--- config.mk ---
export PLATFORM = sky130hd
export DESIGN_NAME = data_store_flat
export DESIGN_NICKNAME = d
export VERILOG_FILES = /design/src/rtl/data_store_pkg.sv /design/src/rtl/data_store_if.sv /design/src/rtl/data_store_store_fifo.sv /design/src/rtl/data_store.sv /design/src/flat_wrapper.sv
export SDC_FILE = /design/constraint.sdc
export NUM_CORES = 1
export LEC_CHECK = 0
export CAP_MARGIN = 30
export CORE_MARGIN = 5
export CORE_UTILIZATION = 40
export CTS_CLUSTER_DIAMETER = 80
export CTS_CLUSTER_SIZE = 24
export DETAILED_ROUTE_END_ITERATION = 12
export HOLD_SLACK_MARGIN = 0.08
export PLACE_DENSITY = 0.69
export SLEW_MARGIN = 0
export SYNTH_ARGS = -nofsm -noshare
export SYNTH_HDL_FRONTEND = slang
export SYNTH_SLANG_ARGS = --single-unit
--- constraint.sdc ---
create_clock -name CLK -period 3.8 [get_ports CLK]
set_input_delay 0.95 -clock CLK [delete_from_list [all_inputs] [get_ports CLK]]
set_output_delay 0.95 -clock CLK [all_outputs]
set_load 0.02 [all_outputs]
--- src/rtl/data_store_pkg.sv ---
// -----------------------------------------------------------------------------
// data_store_pkg
//   Types and constants for the RV32I store path AXI write initiator.
//   - Fixed AXI attribute encodings (burst, size, cache, response codes)
//   - FSM state encoding shared by the top level
//   - Store-buffer entry layout {word address, byte enables, data}
// -----------------------------------------------------------------------------
package data_store_pkg;

    localparam logic [1:0] BURST_INCR   = 2'b01;
    localparam logic [2:0] SIZE_4B      = 3'b010;
    localparam logic [3:0] CACHE_NORMAL = 4'b0011;

    localparam logic [1:0] RESP_OKAY    = 2'b00;
    localparam logic [1:0] RESP_SLVERR  = 2'b10;
    localparam logic [1:0] RESP_DECERR  = 2'b11;

    typedef enum logic [1:0] {
        IDLE = 2'd0,
        SEND = 2'd1,
        RESP = 2'd2
    } state_t;

    // The low two address bits are never issued (AWADDR is word aligned),
    // so only the word address is buffered.
    typedef struct packed {
        logic [29:0] word_addr;
        logic [3:0]  be;
        logic [31:0] data;
    } store_entry_t;

    // SLVERR and DECERR both carry BRESP[1]=1.
    function automatic logic resp_is_error(input logic [1:0] resp);
        return (resp == RESP_SLVERR) || (resp == RESP_DECERR);
    endfunction

endpackage

--- src/rtl/data_store_if.sv ---
// -----------------------------------------------------------------------------
// data_store_if
//   AXI4 write-channel bundle (AW, W, B) between the store initiator and the
//   memory system.
//   master : drives AW*/W*/BREADY, receives AWREADY/WREADY/B*
//   slave  : the opposite direction
// -----------------------------------------------------------------------------
interface data_store_if #(
    parameter int C_M_AXI_THREAD_ID_WIDTH = 1,
    parameter int C_M_AXI_ADDR_WIDTH      = 32,
    parameter int C_M_AXI_DATA_WIDTH      = 32,
    parameter int C_M_AXI_AWUSER_WIDTH    = 1,
    parameter int C_M_AXI_WUSER_WIDTH     = 4,
    parameter int C_M_AXI_BUSER_WIDTH     = 1
);
    // Write address channel
    logic [C_M_AXI_THREAD_ID_WIDTH-1:0] M_AXI_AWID;
    logic [C_M_AXI_ADDR_WIDTH-1:0]      M_AXI_AWADDR;
    logic [7:0]                         M_AXI_AWLEN;
    logic [2:0]                         M_AXI_AWSIZE;
    logic [1:0]                         M_AXI_AWBURST;
    logic [1:0]                         M_AXI_AWLOCK;
    logic [3:0]                         M_AXI_AWCACHE;
    logic [2:0]                         M_AXI_AWPROT;
    logic [3:0]                         M_AXI_AWQOS;
    logic [C_M_AXI_AWUSER_WIDTH-1:0]    M_AXI_AWUSER;
    logic                               M_AXI_AWVALID;
    logic                               M_AXI_AWREADY;
    // Write data channel
    logic [C_M_AXI_DATA_WIDTH-1:0]      M_AXI_WDATA;
    logic [C_M_AXI_DATA_WIDTH/8-1:0]    M_AXI_WSTRB;
    logic                               M_AXI_WLAST;
    logic [C_M_AXI_WUSER_WIDTH-1:0]     M_AXI_WUSER;
    logic                               M_AXI_WVALID;
    logic                               M_AXI_WREADY;
    // Write response channel
    logic [C_M_AXI_THREAD_ID_WIDTH-1:0] M_AXI_BID;
    logic [1:0]                         M_AXI_BRESP;
    logic [C_M_AXI_BUSER_WIDTH-1:0]     M_AXI_BUSER;
    logic                               M_AXI_BVALID;
    logic                               M_AXI_BREADY;

    modport master (
        output M_AXI_AWID, M_AXI_AWADDR, M_AXI_AWLEN, M_AXI_AWSIZE, M_AXI_AWBURST,
               M_AXI_AWLOCK, M_AXI_AWCACHE, M_AXI_AWPROT, M_AXI_AWQOS, M_AXI_AWUSER,
               M_AXI_AWVALID,
               M_AXI_WDATA, M_AXI_WSTRB, M_AXI_WLAST, M_AXI_WUSER, M_AXI_WVALID,
               M_AXI_BREADY,
        input  M_AXI_AWREADY, M_AXI_WREADY,
               M_AXI_BID, M_AXI_BRESP, M_AXI_BUSER, M_AXI_BVALID
    );

    modport slave (
        input  M_AXI_AWID, M_AXI_AWADDR, M_AXI_AWLEN, M_AXI_AWSIZE, M_AXI_AWBURST,
               M_AXI_AWLOCK, M_AXI_AWCACHE, M_AXI_AWPROT, M_AXI_AWQOS, M_AXI_AWUSER,
               M_AXI_AWVALID,
               M_AXI_WDATA, M_AXI_WSTRB, M_AXI_WLAST, M_AXI_WUSER, M_AXI_WVALID,
               M_AXI_BREADY,
        output M_AXI_AWREADY, M_AXI_WREADY,
               M_AXI_BID, M_AXI_BRESP, M_AXI_BUSER, M_AXI_BVALID
    );
endinterface

--- src/rtl/data_store_store_fifo.sv ---
// -----------------------------------------------------------------------------
// store_fifo
//   In-order synchronous store buffer, 2^DEPTH_LOG2 entries.
//   CLK, RST    : clock, asynchronous active-high reset
//   push        : write push_entry at the clock edge (ignored when full)
//   pop         : retire the head entry at the clock edge (ignored when empty)
//   head        : current oldest entry
//   full, empty : occupancy flags derived from the registered count
//   count       : number of valid entries (DEPTH_LOG2+1 bits)
// -----------------------------------------------------------------------------
module store_fifo
    import data_store_pkg::*;
#(
    parameter int DEPTH_LOG2 = 2
) (
    input  logic                CLK,
    input  logic                RST,
    input  logic                push,
    input  store_entry_t        push_entry,
    input  logic                pop,
    output store_entry_t        head,
    output logic                full,
    output logic                empty,
    output logic [DEPTH_LOG2:0] count
);
    localparam int DEPTH = 1 << DEPTH_LOG2;
    localparam logic [DEPTH_LOG2-1:0] PTR_ONE   = DEPTH_LOG2'(1);
    localparam logic [DEPTH_LOG2:0]   CNT_ONE   = (DEPTH_LOG2 + 1)'(1);
    localparam logic [DEPTH_LOG2:0]   CNT_DEPTH = (DEPTH_LOG2 + 1)'(DEPTH);

    store_entry_t            mem [DEPTH];
    logic [DEPTH_LOG2-1:0]   wr_ptr;
    logic [DEPTH_LOG2-1:0]   rd_ptr;
    logic                    do_push;
    logic                    do_pop;

    assign do_push = push && !full;
    assign do_pop  = pop && !empty;

    // NOTE: the storage array has no reset; count alone defines which entries
    // are valid, so clearing the data would only cost flops.
    always_ff @(posedge CLK) begin
        if (do_push) begin
            mem[wr_ptr] <= push_entry;
        end
    end

    // NOTE: sequential state uses non-blocking assignments so every register
    // samples the pre-edge values, independent of statement order.
    always_ff @(posedge CLK or posedge RST) begin
        if (RST) begin
            wr_ptr <= '0;
            rd_ptr <= '0;
            count  <= '0;
        end else begin
            // Pointers wrap naturally at 2^DEPTH_LOG2.
            if (do_push) wr_ptr <= wr_ptr + PTR_ONE;
            if (do_pop)  rd_ptr <= rd_ptr + PTR_ONE;
            case ({do_push, do_pop})
                2'b10:   count <= count + CNT_ONE;
                2'b01:   count <= count - CNT_ONE;
                default: ;  // idle, or push and pop together
            endcase
        end
    end

    assign full  = (count == CNT_DEPTH);
    assign empty = (count == '0);
    assign head  = mem[rd_ptr];

endmodule

--- src/rtl/data_store.sv ---
// -----------------------------------------------------------------------------
// data_store
//   AXI4 write initiator for the RV32I store path. Store requests are buffered
//   in order and drained one single-beat write at a time.
//   CLK, RST          : clock, asynchronous active-high reset
//   WREN/ADDR/DIN/BE  : store request, taken when MEM_WAIT=0
//   MEM_WAIT          : buffer full, upstream holds its request
//   DRAINED           : no buffered or in-flight store
//   ERR               : sticky, set by any error write response
//   m_axi             : AXI4 AW/W/B master channels
// -----------------------------------------------------------------------------
module data_store
    import data_store_pkg::*;
#(
    parameter int C_M_AXI_THREAD_ID_WIDTH = 1,
    parameter int C_M_AXI_ADDR_WIDTH      = 32,
    parameter int C_M_AXI_DATA_WIDTH      = 32,
    parameter int C_M_AXI_AWUSER_WIDTH    = 1,
    parameter int C_M_AXI_WUSER_WIDTH     = 4,
    parameter int C_M_AXI_BUSER_WIDTH     = 1,
    parameter int C_DEPTH_LOG2            = 2
) (
    input  logic              CLK,
    input  logic              RST,
    input  logic              WREN,
    input  logic [31:0]       ADDR,
    input  logic [31:0]       DIN,
    input  logic [3:0]        BE,
    output logic              MEM_WAIT,
    output logic              DRAINED,
    output logic              ERR,
    data_store_if.master      m_axi
);
    localparam int SINK_W = C_M_AXI_THREAD_ID_WIDTH + C_M_AXI_BUSER_WIDTH + 2;

    state_t                  state_q;
    state_t                  state_d;
    store_entry_t            push_entry;
    store_entry_t            head;
    logic                    fifo_full;
    logic                    fifo_empty;
    logic [C_DEPTH_LOG2:0]   fifo_count;
    logic                    fifo_push;
    logic                    fifo_pop;

    logic                    awvalid_q;
    logic                    wvalid_q;
    logic                    bready_q;
    logic                    aw_done_q;
    logic                    w_done_q;
    logic                    err_q;
    logic [31:0]             awaddr_q;
    logic [31:0]             wdata_q;
    logic [3:0]              wstrb_q;

    logic                    aw_hs;
    logic                    w_hs;
    logic                    b_hs;
    logic                    aw_fin;
    logic                    w_fin;

    // Response ID/USER and the byte offset carry no information for this path.
    logic [SINK_W-1:0]       unused_in;
    assign unused_in = {m_axi.M_AXI_BID, m_axi.M_AXI_BUSER, ADDR[1:0]};

    // ---------------- store buffer ----------------
    assign push_entry = '{word_addr: ADDR[31:2], be: BE, data: DIN};
    assign fifo_push  = WREN && !MEM_WAIT;
    // The head stays buffered until its write response arrives.
    assign fifo_pop   = (state_q == RESP) && b_hs;

    store_fifo #(.DEPTH_LOG2(C_DEPTH_LOG2)) u_fifo (
        .CLK        (CLK),
        .RST        (RST),
        .push       (fifo_push),
        .push_entry (push_entry),
        .pop        (fifo_pop),
        .head       (head),
        .full       (fifo_full),
        .empty      (fifo_empty),
        .count      (fifo_count)
    );

    assign MEM_WAIT = fifo_full;
    assign DRAINED  = (fifo_count == '0) && (state_q == IDLE);
    assign ERR      = err_q;

    // ---------------- handshakes ----------------
    assign aw_hs  = awvalid_q && m_axi.M_AXI_AWREADY;
    assign w_hs   = wvalid_q && m_axi.M_AXI_WREADY;
    assign b_hs   = bready_q && m_axi.M_AXI_BVALID;
    // A channel counts as finished if it completed earlier or completes now.
    assign aw_fin = aw_done_q || aw_hs;
    assign w_fin  = w_done_q || w_hs;

    // ---------------- FSM: state register ----------------
    always_ff @(posedge CLK or posedge RST) begin
        if (RST) state_q <= IDLE;
        else     state_q <= state_d;
    end

    // ---------------- FSM: next state ----------------
    always_comb begin
        // NOTE: defaulting state_d before the case keeps every path assigned,
        // so no latch is inferred.
        state_d = state_q;
        case (state_q)
            IDLE:    if (!fifo_empty)      state_d = SEND;
            SEND:    if (aw_fin && w_fin)  state_d = RESP;
            RESP:    if (b_hs)             state_d = IDLE;
            default:                       state_d = IDLE;
        endcase
    end

    // ---------------- FSM: registered outputs ----------------
    always_ff @(posedge CLK or posedge RST) begin
        if (RST) begin
            awvalid_q <= 1'b0;
            wvalid_q  <= 1'b0;
            bready_q  <= 1'b0;
            aw_done_q <= 1'b0;
            w_done_q  <= 1'b0;
            err_q     <= 1'b0;
            awaddr_q  <= '0;
            wdata_q   <= '0;
            wstrb_q   <= '0;
        end else begin
            case (state_q)
                IDLE: begin
                    if (!fifo_empty) begin
                        awaddr_q  <= {head.word_addr, 2'b00};
                        wdata_q   <= head.data;
                        wstrb_q   <= head.be;
                        awvalid_q <= 1'b1;
                        wvalid_q  <= 1'b1;
                        aw_done_q <= 1'b0;
                        w_done_q  <= 1'b0;
                    end
                end
                SEND: begin
                    // AW and W retire independently; payloads hold until then.
                    if (aw_hs) begin
                        awvalid_q <= 1'b0;
                        aw_done_q <= 1'b1;
                    end
                    if (w_hs) begin
                        wvalid_q <= 1'b0;
                        w_done_q <= 1'b1;
                    end
                    if (aw_fin && w_fin) bready_q <= 1'b1;
                end
                RESP: begin
                    if (b_hs) begin
                        bready_q <= 1'b0;
                        if (resp_is_error(m_axi.M_AXI_BRESP)) err_q <= 1'b1;
                    end
                end
                default: ;
            endcase
        end
    end

    // ---------------- AXI outputs ----------------
    assign m_axi.M_AXI_AWID    = C_M_AXI_THREAD_ID_WIDTH'(0);
    assign m_axi.M_AXI_AWADDR  = C_M_AXI_ADDR_WIDTH'(awaddr_q);
    assign m_axi.M_AXI_AWLEN   = 8'd0;
    assign m_axi.M_AXI_AWSIZE  = SIZE_4B;
    assign m_axi.M_AXI_AWBURST = BURST_INCR;
    assign m_axi.M_AXI_AWLOCK  = 2'b00;
    assign m_axi.M_AXI_AWCACHE = CACHE_NORMAL;
    assign m_axi.M_AXI_AWPROT  = 3'b000;
    assign m_axi.M_AXI_AWQOS   = 4'b0000;
    assign m_axi.M_AXI_AWUSER  = C_M_AXI_AWUSER_WIDTH'(0);
    assign m_axi.M_AXI_AWVALID = awvalid_q;

    assign m_axi.M_AXI_WDATA   = C_M_AXI_DATA_WIDTH'(wdata_q);
    assign m_axi.M_AXI_WSTRB   = wstrb_q;
    assign m_axi.M_AXI_WLAST   = 1'b1;
    assign m_axi.M_AXI_WUSER   = C_M_AXI_WUSER_WIDTH'(0);
    assign m_axi.M_AXI_WVALID  = wvalid_q;

    assign m_axi.M_AXI_BREADY  = bready_q;

endmodule

--- src/flat_wrapper.sv ---
// flat-port wrapper written by rule: the top's interface ports become plain ports
module data_store_flat import data_store_pkg::*;
#(
    parameter int C_M_AXI_THREAD_ID_WIDTH = 1,
    parameter int C_M_AXI_ADDR_WIDTH      = 32,
    parameter int C_M_AXI_DATA_WIDTH      = 32,
    parameter int C_M_AXI_AWUSER_WIDTH    = 1,
    parameter int C_M_AXI_WUSER_WIDTH     = 4,
    parameter int C_M_AXI_BUSER_WIDTH     = 1,
    parameter int C_DEPTH_LOG2            = 2
)
  (CLK, RST, WREN, ADDR, DIN, BE, MEM_WAIT, DRAINED, ERR, m_axi_M_AXI_AWID, m_axi_M_AXI_AWADDR, m_axi_M_AXI_AWLEN, m_axi_M_AXI_AWSIZE, m_axi_M_AXI_AWBURST, m_axi_M_AXI_AWLOCK, m_axi_M_AXI_AWCACHE, m_axi_M_AXI_AWPROT, m_axi_M_AXI_AWQOS, m_axi_M_AXI_AWUSER, m_axi_M_AXI_AWVALID, m_axi_M_AXI_WDATA, m_axi_M_AXI_WSTRB, m_axi_M_AXI_WLAST, m_axi_M_AXI_WUSER, m_axi_M_AXI_WVALID, m_axi_M_AXI_BREADY, m_axi_M_AXI_AWREADY, m_axi_M_AXI_WREADY, m_axi_M_AXI_BID, m_axi_M_AXI_BRESP, m_axi_M_AXI_BUSER, m_axi_M_AXI_BVALID);
  data_store_if #(.C_M_AXI_THREAD_ID_WIDTH(C_M_AXI_THREAD_ID_WIDTH), .C_M_AXI_ADDR_WIDTH(C_M_AXI_ADDR_WIDTH), .C_M_AXI_DATA_WIDTH(C_M_AXI_DATA_WIDTH), .C_M_AXI_AWUSER_WIDTH(C_M_AXI_AWUSER_WIDTH), .C_M_AXI_WUSER_WIDTH(C_M_AXI_WUSER_WIDTH), .C_M_AXI_BUSER_WIDTH(C_M_AXI_BUSER_WIDTH)) m_axi_i ();
  input  logic CLK;
  input  logic RST;
  input  logic WREN;
  input  logic [31:0] ADDR;
  input  logic [31:0] DIN;
  input  logic [3:0] BE;
  output logic MEM_WAIT;
  output logic DRAINED;
  output logic ERR;
  output wire logic [$bits(m_axi_i.M_AXI_AWID)-1:0] m_axi_M_AXI_AWID;
  output wire logic [$bits(m_axi_i.M_AXI_AWADDR)-1:0] m_axi_M_AXI_AWADDR;
  output wire logic [$bits(m_axi_i.M_AXI_AWLEN)-1:0] m_axi_M_AXI_AWLEN;
  output wire logic [$bits(m_axi_i.M_AXI_AWSIZE)-1:0] m_axi_M_AXI_AWSIZE;
  output wire logic [$bits(m_axi_i.M_AXI_AWBURST)-1:0] m_axi_M_AXI_AWBURST;
  output wire logic [$bits(m_axi_i.M_AXI_AWLOCK)-1:0] m_axi_M_AXI_AWLOCK;
  output wire logic [$bits(m_axi_i.M_AXI_AWCACHE)-1:0] m_axi_M_AXI_AWCACHE;
  output wire logic [$bits(m_axi_i.M_AXI_AWPROT)-1:0] m_axi_M_AXI_AWPROT;
  output wire logic [$bits(m_axi_i.M_AXI_AWQOS)-1:0] m_axi_M_AXI_AWQOS;
  output wire logic [$bits(m_axi_i.M_AXI_AWUSER)-1:0] m_axi_M_AXI_AWUSER;
  output wire logic [$bits(m_axi_i.M_AXI_AWVALID)-1:0] m_axi_M_AXI_AWVALID;
  output wire logic [$bits(m_axi_i.M_AXI_WDATA)-1:0] m_axi_M_AXI_WDATA;
  output wire logic [$bits(m_axi_i.M_AXI_WSTRB)-1:0] m_axi_M_AXI_WSTRB;
  output wire logic [$bits(m_axi_i.M_AXI_WLAST)-1:0] m_axi_M_AXI_WLAST;
  output wire logic [$bits(m_axi_i.M_AXI_WUSER)-1:0] m_axi_M_AXI_WUSER;
  output wire logic [$bits(m_axi_i.M_AXI_WVALID)-1:0] m_axi_M_AXI_WVALID;
  output wire logic [$bits(m_axi_i.M_AXI_BREADY)-1:0] m_axi_M_AXI_BREADY;
  input wire logic [$bits(m_axi_i.M_AXI_AWREADY)-1:0] m_axi_M_AXI_AWREADY;
  input wire logic [$bits(m_axi_i.M_AXI_WREADY)-1:0] m_axi_M_AXI_WREADY;
  input wire logic [$bits(m_axi_i.M_AXI_BID)-1:0] m_axi_M_AXI_BID;
  input wire logic [$bits(m_axi_i.M_AXI_BRESP)-1:0] m_axi_M_AXI_BRESP;
  input wire logic [$bits(m_axi_i.M_AXI_BUSER)-1:0] m_axi_M_AXI_BUSER;
  input wire logic [$bits(m_axi_i.M_AXI_BVALID)-1:0] m_axi_M_AXI_BVALID;
  assign m_axi_M_AXI_AWID = m_axi_i.M_AXI_AWID;
  assign m_axi_M_AXI_AWADDR = m_axi_i.M_AXI_AWADDR;
  assign m_axi_M_AXI_AWLEN = m_axi_i.M_AXI_AWLEN;
  assign m_axi_M_AXI_AWSIZE = m_axi_i.M_AXI_AWSIZE;
  assign m_axi_M_AXI_AWBURST = m_axi_i.M_AXI_AWBURST;
  assign m_axi_M_AXI_AWLOCK = m_axi_i.M_AXI_AWLOCK;
  assign m_axi_M_AXI_AWCACHE = m_axi_i.M_AXI_AWCACHE;
  assign m_axi_M_AXI_AWPROT = m_axi_i.M_AXI_AWPROT;
  assign m_axi_M_AXI_AWQOS = m_axi_i.M_AXI_AWQOS;
  assign m_axi_M_AXI_AWUSER = m_axi_i.M_AXI_AWUSER;
  assign m_axi_M_AXI_AWVALID = m_axi_i.M_AXI_AWVALID;
  assign m_axi_M_AXI_WDATA = m_axi_i.M_AXI_WDATA;
  assign m_axi_M_AXI_WSTRB = m_axi_i.M_AXI_WSTRB;
  assign m_axi_M_AXI_WLAST = m_axi_i.M_AXI_WLAST;
  assign m_axi_M_AXI_WUSER = m_axi_i.M_AXI_WUSER;
  assign m_axi_M_AXI_WVALID = m_axi_i.M_AXI_WVALID;
  assign m_axi_M_AXI_BREADY = m_axi_i.M_AXI_BREADY;
  assign m_axi_i.M_AXI_AWREADY = m_axi_M_AXI_AWREADY;
  assign m_axi_i.M_AXI_WREADY = m_axi_M_AXI_WREADY;
  assign m_axi_i.M_AXI_BID = m_axi_M_AXI_BID;
  assign m_axi_i.M_AXI_BRESP = m_axi_M_AXI_BRESP;
  assign m_axi_i.M_AXI_BUSER = m_axi_M_AXI_BUSER;
  assign m_axi_i.M_AXI_BVALID = m_axi_M_AXI_BVALID;
  data_store #(.C_M_AXI_THREAD_ID_WIDTH(C_M_AXI_THREAD_ID_WIDTH), .C_M_AXI_ADDR_WIDTH(C_M_AXI_ADDR_WIDTH), .C_M_AXI_DATA_WIDTH(C_M_AXI_DATA_WIDTH), .C_M_AXI_AWUSER_WIDTH(C_M_AXI_AWUSER_WIDTH), .C_M_AXI_WUSER_WIDTH(C_M_AXI_WUSER_WIDTH), .C_M_AXI_BUSER_WIDTH(C_M_AXI_BUSER_WIDTH), .C_DEPTH_LOG2(C_DEPTH_LOG2)) u_core (.CLK(CLK), .RST(RST), .WREN(WREN), .ADDR(ADDR), .DIN(DIN), .BE(BE), .MEM_WAIT(MEM_WAIT), .DRAINED(DRAINED), .ERR(ERR), .m_axi(m_axi_i));
endmodule
==> impl_metrics.json <==
{
  "hpwlAfterDp_mm": 14.97,
  "cts_buffer_depth": 3,
  "grt_start_max_net_pins": 42,
  "status": "finished clean",
  "finalHoldViolations": 0,
  "mostFrequentLayoutCell": "edfxtp_1",
  "fin_crit_ns": 3.193,
  "clock_sinks": 345,
  "critPathMaxFanout": 5,
  "multi_input_area_um2": 2858,
  "setup_viol": 0,
  "worst_setup_path_end_kind": "primary output",
  "clk_pin_slew_ns": 0.09,
  "cts_tree": "done",
  "cp_data_arrival_time_ns": 2.24,
  "final_nets": 849,
  "yosys_register_bits": 345,
  "worst-slew-pin-transition_ns": 0.7015,
  "core_um2": 32540,
  "avgRoutedWirePerCell_um": 20.16,
  "power.density_nw_per_um2": 790.3,
  "finalClockSkew_ns": 0.02114,
  "die_h_um": 191.3,
  "die_w_um": 191.3,
  "mostFrequentLayoutCells": "edfxtp_1 (264), clkdlybuf4s50_1 (144), dfrtp_1 (79)",
  "setup_ws_ns": 0.6074,
  "rows": 66,
  "diodes": 0,
  "busiest_layer": "met2",
  "drtAntennaViolNets": 0,
  "synth_top_area_share_pct": 60.30,
  "design.die.area_um2": 36600,
  "rsz0062_at_grt": "false",
  "crit_type": "reg -> out",
  "netlist.top_cell.by_area": "edfxtp_1",
  "grt-ovfl-total": 0,
  "fillers": 2702,
  "synth_area_leaders": "edfxtp_1 (60%), dfrtp_1 (15%), mux4_2 (11%)",
  "cap_viol_max_count": 0,
  "post-route-period-util_pct": 84.02,
  "fin_tns_setup_ns": 0,
  "start_util_pct": 40.41,
  "antenna_found_initial": 2,
  "dpl_cell_area_um2": 15100,
  "cts_setup_buffers": 0,
  "clock_latency_ns": 0.52,
  "ir_drop_mv": 0.5170,
  "clock-root-buffer": "clkbuf_16",
  "area_delta_synth_final_pct": 19.33,
  "fmax_mhz": 313.2,
  "grt_use_met2_pct": 23.00,
  "cts_hold_buf": 0,
  "slew_headroom_pct": 53.14,
  "wirelength_mm": 24.52,
  "leakagePower_nw": 5.403,
  "ys_types": 36,
  "hold_path.class": "reg -> reg",
  "regArea_um2": 9962,
  "postSynthAreaPerCell_um2": 21.70,
  "gr-usage-met3_pct": 2.666,
  "start_kind": "flip-flop",
  "drive_gt1_share_pct": 23.51,
  "cts_resized": 0,
  "h-tree-depth": 1,
  "utilization_pct": 48.22,
  "grt_pass1_vias": 6213,
  "slew_violations": 0,
  "gp_congestion": 0.7432,
  "stdcell_area_um2": 15690,
  "synth-seq-area-share_pct": 75.71,
  "pre_cts_ws_ns": 0.5780,
  "met1_usage_pct": 18.26,
  "routed_via_density": 4.863,
  "syn_inst": 606,
  "grtUsageTotal_pct": 13.41,
  "cp.required_ns": 2.85,
  "drc": 0,
  "synth_area_um2": 13150,
  "ios": 185,
  "dr.pass1.iters": 4,
  "io_buffers": 144,
  "cts_buffers": 19,
  "ys.warnings.count": 0,
  "drtIter0Drc": 261,
  "vias": 5914,
  "grt_pass1_wl_mm": 37.70
}
cell type report:
cell class	count	share of cell area, %
clock buffer	28	3.246
clock inverter	6	0.5264
multi-input combinational	227	18.22
inverter	10	0.2552
sequential	345	63.50
timing repair buffer	158	10.73
tap	442	3.525
state kept, by name (all words and copies together), names as in the netlist:
register and count:
u_core.state_q 2, u_core.aw_done_q 1, u_core.u_fifo.rd_ptr 2, u_core.m_axi.M_AXI_WSTRB 4
u_core.m_axi.M_AXI_AWVALID 1, u_core.u_fifo.wr_ptr 2, u_core.m_axi.M_AXI_AWADDR 30, u_core.u_fifo.count 3
u_core.m_axi.M_AXI_WDATA 32, u_core.u_fifo.mem 264, u_core.w_done_q 1, u_core.m_axi.M_AXI_WVALID 1
u_core.ERR 1, u_core.m_axi.M_AXI_BREADY 1
report_power, final:
part	internal (mW)	switching [mW]
Combinational	2.40	2.09
Sequential	5.16	0.525
Clock	1.04	1.19
Total	8.59	3.81
cells in the mapped netlist (all sizes together):
master / n
edfxtp: 264
dfrtp: 81
mux2: 69
mux4: 66
buf: 52
nand2: 14
inv: 10
ha: 9
and2: 5
clkbuf: 5
o21ai: 3
xnor2: 3
xor2: 3
a21oi: 2
a22o: 2
a31oi: 2
conb: 2
nor2b: 2
a22oi: 1
a32oi: 1
a41o: 1
and3: 1
fa: 1
nand2b: 1
nand3: 1
nor2: 1
nor3: 1
nor3b: 1
o2bb2ai: 1
or3: 1
cell families (layout without fill, tap and decap cells):
group	after synthesis	in the layout	share of synthesized area [%]
buffers and inverters	67	202	3.626
XOR/XNOR	6	6	0.3998
multiplexers	135	135	17.47
AND/OR/NAND/NOR	28	28	1.037
AO/OA/AOI/OAI	13	13	0.6852
adder cells (fa/ha/maj)	10	10	1.009
other	2	35	0.05712
flip-flops	345	345	75.71
stage by stage:
stage	power, mW	std cells	hold slack, ns
floorplan	8.720	639	0.4697
global placement	10.28	1181	0.4582
detailed placement	10.39	1182	0.4761
CTS	12.64	1216	0.4964
global route	13.11	1216	0.5274
finish	12.40	1216	0.4948
path summary, 6_finish.rpt:
path,start,to,slack [ns],cells past startpoint
setup / recovery,u_core.u_fifo.count[1],DRAINED,0.61,3
hold / removal,u_core.ERR,u_core.ERR,0.49,1
setup reg to reg,u_core.state_q[0],u_core.u_fifo.count[2],1.34,9
hold reg to reg,u_core.ERR,u_core.ERR,0.49,1
max in group asynchronous,RST,u_core.m_axi.M_AXI_AWADDR[17],2.24,3
min in group asynchronous,RST,u_core.m_axi.M_AXI_AWADDR[24],0.88,2
worst max-delay path, cell delays in order (launching register included):
cell and delay [ns]:
dfrtp_1 0.42, nor3_1 0.51, and2_1 0.20, clkdlybuf4s50_1 0.60
per-layer routing:
metal  routed length, µm  up-vias
met5                  25        -
met4                 342        4
met3                1371       28
met2               12370      158
met1               10410     3092
li1                    -     2632
Note: power is estimated with default switching activity, not from simulation.
